===== config.mk =====
export PLATFORM = sky130hd
export DESIGN_NAME = fetch_ctrl
export DESIGN_NICKNAME = d
export VERILOG_FILES = /design/src/rtl/fetch_ctrl.sv
export SDC_FILE = /design/constraint.sdc
export NUM_CORES = 1
export LEC_CHECK = 0
export CORE_AREA = 3 3 103 105
export CTS_CLUSTER_SIZE = 30
export DETAILED_ROUTE_END_ITERATION = 7
export DIE_AREA = 0 0 106 108
export PLACE_DENSITY = 0.8
export SYNTH_ARGS = -nofsm -noshare
export SYNTH_HDL_FRONTEND = slang
export SYNTH_SLANG_ARGS = --single-unit

===== constraint.sdc =====
create_clock -name clk -period 2.1 [get_ports clk]
set_input_delay 0.42 -clock clk [delete_from_list [all_inputs] [get_ports clk]]
set_output_delay 0.42 -clock clk [all_outputs]
set_load 0.05 [all_outputs]

===== src/rtl/fetch_ctrl.sv =====
// Purpose : instruction-fetch PC controller, one outstanding imem request, one-entry decode output register.
// Latency : redirect in N with zero-wait imem -> instr_valid_o with instr_pc_o = target in N+3; steady state 1 instr / 2 cycles.
// Backpr. : stall_i holds the output register and blocks new requests while it is full; redirects override stall_i.
//
// Ports:
//   clk, reset            clock, synchronous active-high reset
//   branch_taken_i/jump_i redirect request from execute, target on redirect_target_i
//   stall_i               decode cannot accept instr_o this cycle
//   imem_*                req/gnt/rvalid instruction-memory interface (addr = current PC)
//   instr_valid_o/instr_o/instr_pc_o  fetched instruction register for decode
//   flush_o               one-cycle pulse the cycle after a redirect
//   misalign_o            (only with FETCH_MISALIGN_CHK_EN) pulse when a misaligned target halts fetch
//
// Optional feature macro: FETCH_MISALIGN_CHK_EN. When undefined the low two target bits are forced to 00.

module fetch_ctrl #(
    parameter logic [31:0] RESET_PC = 32'h0000_0000
) (
    input  logic        clk,
    input  logic        reset,
    input  logic        branch_taken_i,
    input  logic        jump_i,
    input  logic [31:0] redirect_target_i,
    input  logic        stall_i,
    output logic        imem_req_o,
    output logic [31:0] imem_addr_o,
    input  logic        imem_gnt_i,
    input  logic        imem_rvalid_i,
    input  logic [31:0] imem_rdata_i,
    output logic        instr_valid_o,
    output logic [31:0] instr_o,
    output logic [31:0] instr_pc_o,
`ifdef FETCH_MISALIGN_CHK_EN
    output logic        misalign_o,
`endif
    output logic        flush_o
);

    typedef enum logic [2:0] {
        S_IDLE,
        S_FETCH,
        S_WAIT,
        S_DRAIN
`ifdef FETCH_MISALIGN_CHK_EN
        , S_HALT
`endif
    } state_e;

    state_e      state_q, state_d;
    logic [31:0] pc_q, pc_d;
    logic [31:0] instr_q, instr_d;
    logic [31:0] instr_pc_q, instr_pc_d;
    logic        instr_valid_q, instr_valid_d;
    logic        flush_q, flush_d;
    logic        req;
    logic        redirect;
    logic        bad_target;
`ifdef FETCH_MISALIGN_CHK_EN
    logic        misalign_q, misalign_d;
`else
    // Target bits [1:0] are deliberately dropped in this build.
    logic        unused_tgt_lsbs;
    assign unused_tgt_lsbs = ^redirect_target_i[1:0];
`endif

    always_comb begin
        state_d       = state_q;
        pc_d          = pc_q;
        instr_d       = instr_q;
        instr_pc_d    = instr_pc_q;
        instr_valid_d = instr_valid_q;
        flush_d       = 1'b0;
        req           = 1'b0;
        redirect      = (branch_taken_i | jump_i) && (state_q != S_IDLE);
        bad_target    = 1'b0;
`ifdef FETCH_MISALIGN_CHK_EN
        misalign_d    = 1'b0;
        // A halted fetch unit no longer listens to execute.
        if (state_q == S_HALT) begin
            redirect = 1'b0;
        end
        bad_target = redirect && (redirect_target_i[1:0] != 2'b00);
`endif

        // Decode consumes the held instruction.
        if (instr_valid_q && !stall_i) begin
            instr_valid_d = 1'b0;
        end

        case (state_q)
            S_IDLE: state_d = S_FETCH;
            S_FETCH: begin
                // Only issue when the output register will be free by the time rvalid can arrive.
                req = ~(instr_valid_q & stall_i);
                if (req && imem_gnt_i) begin
                    state_d = redirect ? S_DRAIN : S_WAIT;
                end
            end
            S_WAIT: begin
                if (imem_rvalid_i) begin
                    state_d = S_FETCH;
                    if (!redirect) begin
                        instr_d       = imem_rdata_i;
                        instr_pc_d    = pc_q;
                        instr_valid_d = 1'b1;
                        pc_d          = pc_q + 32'd4;
                    end
                end else if (redirect) begin
                    state_d = S_DRAIN;
                end
            end
            S_DRAIN: begin
                // A response arriving together with a new redirect still retires the stale request.
                if (imem_rvalid_i) begin
                    state_d = S_FETCH;
                end
            end
`ifdef FETCH_MISALIGN_CHK_EN
            S_HALT: instr_valid_d = 1'b0;
`endif
            default: state_d = S_IDLE;
        endcase

        if (redirect) begin
            flush_d       = 1'b1;
            instr_valid_d = 1'b0;
            pc_d          = {redirect_target_i[31:2], 2'b00};
        end

`ifdef FETCH_MISALIGN_CHK_EN
        if (bad_target) begin
            misalign_d = 1'b1;
            pc_d       = pc_q;
            state_d    = S_HALT;
        end
`else
        bad_target = 1'b0;
`endif
    end

    always_ff @(posedge clk) begin
        if (reset) begin
            state_q       <= S_IDLE;
            pc_q          <= RESET_PC;
            instr_q       <= 32'h0;
            instr_pc_q    <= 32'h0;
            instr_valid_q <= 1'b0;
            flush_q       <= 1'b0;
`ifdef FETCH_MISALIGN_CHK_EN
            misalign_q    <= 1'b0;
`endif
        end else begin
            state_q       <= state_d;
            pc_q          <= pc_d;
            instr_q       <= instr_d;
            instr_pc_q    <= instr_pc_d;
            instr_valid_q <= instr_valid_d;
            flush_q       <= flush_d;
`ifdef FETCH_MISALIGN_CHK_EN
            misalign_q    <= misalign_d;
`endif
        end
    end

    assign imem_req_o    = req;
    assign imem_addr_o   = pc_q;
    assign instr_valid_o = instr_valid_q;
    assign instr_o       = instr_q;
    assign instr_pc_o    = instr_pc_q;
    assign flush_o       = flush_q;
`ifdef FETCH_MISALIGN_CHK_EN
    assign misalign_o    = misalign_q;
`endif

endmodule


==> metrics <==
pin count of the biggest net entering global routing=36; Tot GR Track Use=22.3%; max-cap violation count=0; Lkg Pwr=0.00236 µW; final setup fails=0; Clk pin slew, worst setup/hold paths=0.09 ns; gpl congestion=0.837; vias in the first global route=4393; Max stage delay cell, worst path=clkdlybuf4s50_1; DRT Pass-1 Iters=6; Post-Syn Area=4170 µm²; drc violations=0; CTS max path bufs=2; Cell Chain, Critical Path=clkdlybuf4s50_1; Post-CTS Setup Inserts=0; CP startpoint=imem_addr_o[29]$_SDFFE_PP0P_; hold path depth=2; setup slack after layout=0.0432 ns; CTS Buf Count=9; path type of the worst setup path=reg2out; Synth Flop Type=dfxtp_1; crit path buf inv count=1; Slew headroom=64.5%; Post-layout nets=763; worst-margin pin slew=0.530 ns; Yosys cell types=51; final worst path period need=2.06 ns; vias per std cell=5.41; Area Overhead vs Synth=50.8%; max frequency=486 MHz; die height=108 µm; hold buffer count at CTS=0; Core Box Area=9730 µm²; Synth async-reset ratio=0%; number of I/O port buffers=163; CP peak stage delay=0.84 ns; Post-Synthesis Cells=524; Cell Pwr Density=619 nW/µm²; Crit. path cell count=1; CP arrival=1.64 ns; post-DP HPWL=9.65 mm; Iteration-0 DRC Markers=198; WP data required=1.68 ns; Setup Slack @ Placement=-0.0456 ns; Routed Antenna Nets=0; WL/cell=15.7 µm; Tcrit/Tclk final=97.9%; EDFF count, synth=0; Post-Route WL=13.0 mm; Core Util, Final=64.6%; initial core utilization=42.8%; crit path capture=imem_addr_o[29]; routed vias=4488; nature of the critical path startpoint=register; RR Startpoint=imem_addr_o[8]$_SDFFE_PP0P_; setup slack, reg-to-reg=0.16 ns; worst-path maximum fanout=5; register area share after synthesis=46.1%; initial antenna violation count=0; DP Area=6070 µm²; FF+latch count, synth=96; Hold Vio Cnt, Final=0; syn avg cell area=7.96 µm²; Hold Path Class=in2reg; CTS root buffer=clkbuf_8; RSZ-0062 raised after global routing=false; Worst R2R Path Depth=5; worst vdd ir=0.361 mV; first-pass GRT wire length=20.8 mm; YS warnings=0; Die ar.=11400 µm²; standard-cell rows=36; Congestion Overflow GR=0; H-tree Lvls=3; CTS Sinks=96; reg2reg end=imem_addr_o[30]$_SDFFE_PP0P_; post-CTS sizing=8; worst hold slack=0.347 ns; cell family with most CP delay=buffers and inverters; chip width=106 µm; share of layout cells above drive strength 1=10.9%; I/O pins=170; clk_skew=0.0110 ns; crit end category=primary output; setup TNS=0 ns; Antenna Cells=0; Clock Latency Late Sink=0.36 ns; CTS tree=yes; status=finished clean; Final Max Slew Viols=0; fin area=6280 µm²
==> sequential cells by signal, summed over array words and instances (netlist names) <==
register       flops
flush_o            1
instr_valid_o      1
instr_pc_o        30
imem_addr_o       30
state_q            2
instr_o           32
==> worst min-delay path by stage <==
stage                                   endpoint  slack, ns                     start
finish                   state_q[0]$_SDFFE_PP0P_       0.35                     reset
global route             state_q[0]$_SDFFE_PP0P_       0.36                     reset
CTS                      state_q[0]$_SDFFE_PP0P_       0.33                     reset
detailed placement      instr_o[22]$_SDFFE_PP0P_       0.45  instr_o[22]$_SDFFE_PP0P_
global placement        instr_o[17]$_SDFFE_PP0P_       0.44  instr_o[17]$_SDFFE_PP0P_
floorplan           imem_addr_o[28]$_SDFFE_PP0P_       0.56     redirect_target_i[28]
==> logic make-up (layout without fill, tap and decap cells) <==
family	Yosys count	in the layout	synth area share, %
other	1	4	0.0899
and+or+nand+nor	228	228	25.5
muxes	3	3	0.720
AOI/OAI and AO/OA	135	135	19.1
xor gates and xnor gates	13	13	2.73
buffers and inverters	47	216	5.52
adders and majority gates	1	1	0.300
DFF	96	96	46.1
==> report_power, final <==
group	switching, µW	internal [µW]
sequential	83.2	1870
combinational	395	295
clock	654	590
total	1130	2760
==> routing by layer <==
layer	part of all wire [%]	vias up	track usage [%]
li1	-	2144	-
met1	42	2136	27.7
met2	49	186	38.3
met3	7.3	22	5.31
met4	2.0	0	7.49
met5	0	-	0
==> through the flow <==
| step | total power, µW | instances |
|---|---|---|
| global placement | 2680 | 813 |
| detailed placement | 2690 | 813 |
| finish | 3890 | 829 |
| CTS | 3920 | 829 |
| global route | 4050 | 829 |
| floorplan | 2360 | 527 |
==> cell type report <==
class	instances	area, µm²
timing repair buffer	197	1930
clock buffer	10	138
inverter	3	11.3
fill	828	3440
multi-input combinational	384	2040
clock inverter	6	66.3
tap	133	166
sequential	96	1920
==> Yosys cell counts, types with 5 or more instances <==
cell type,number,area [µm²]
buf_2,19,95.1
nand2_1,148,556
and3_1,8,50.1
o22ai_1,5,31.3
nor2_1,17,63.8
nand3_1,9,45.0
dfxtp_1,96,1920
a22oi_1,8,60.1
o21ai_0,13,65.1
nor3_1,13,65.1
xor2_1,5,43.8
xnor2_1,8,70.1
nand4_1,8,50.1
a21oi_1,84,420
clkbuf_1,17,63.8
and4_1,5,43.8
buf_4,8,60.1
==> placed cells by master (no fill, tap or decap), types with 3 or more instances in the layout <==
cell             Yosys  final
conb_1               1      4
dlymetal6s2s_1       0      9
xor2_1               5      5
nor3_1              13     13
dlygate4sd2_1        0      8
inv_1                3      3
mux2i_1              3      3
o22ai_1              5      5
clkdlybuf4s50_1      0    136
a22oi_1              8      8
clkbuf_8             0     10
and4_1               5      5
nand3_2              3      3
xnor2_1              8      8
and3_1               8      8
buf_4                8     38
a21oi_1             84     84
o21ai_0             13     13
a222oi_1             3      3
dfxtp_1             96     94
nand2_1            148    147
nand3_1              9      9
nor4_1               3      3
a21o_1               3      3
nor2_1              17     16
buf_12               0      5
nand4_1              8      8
a221oi_1             3      3
Power figures use the tool's default switching activity.
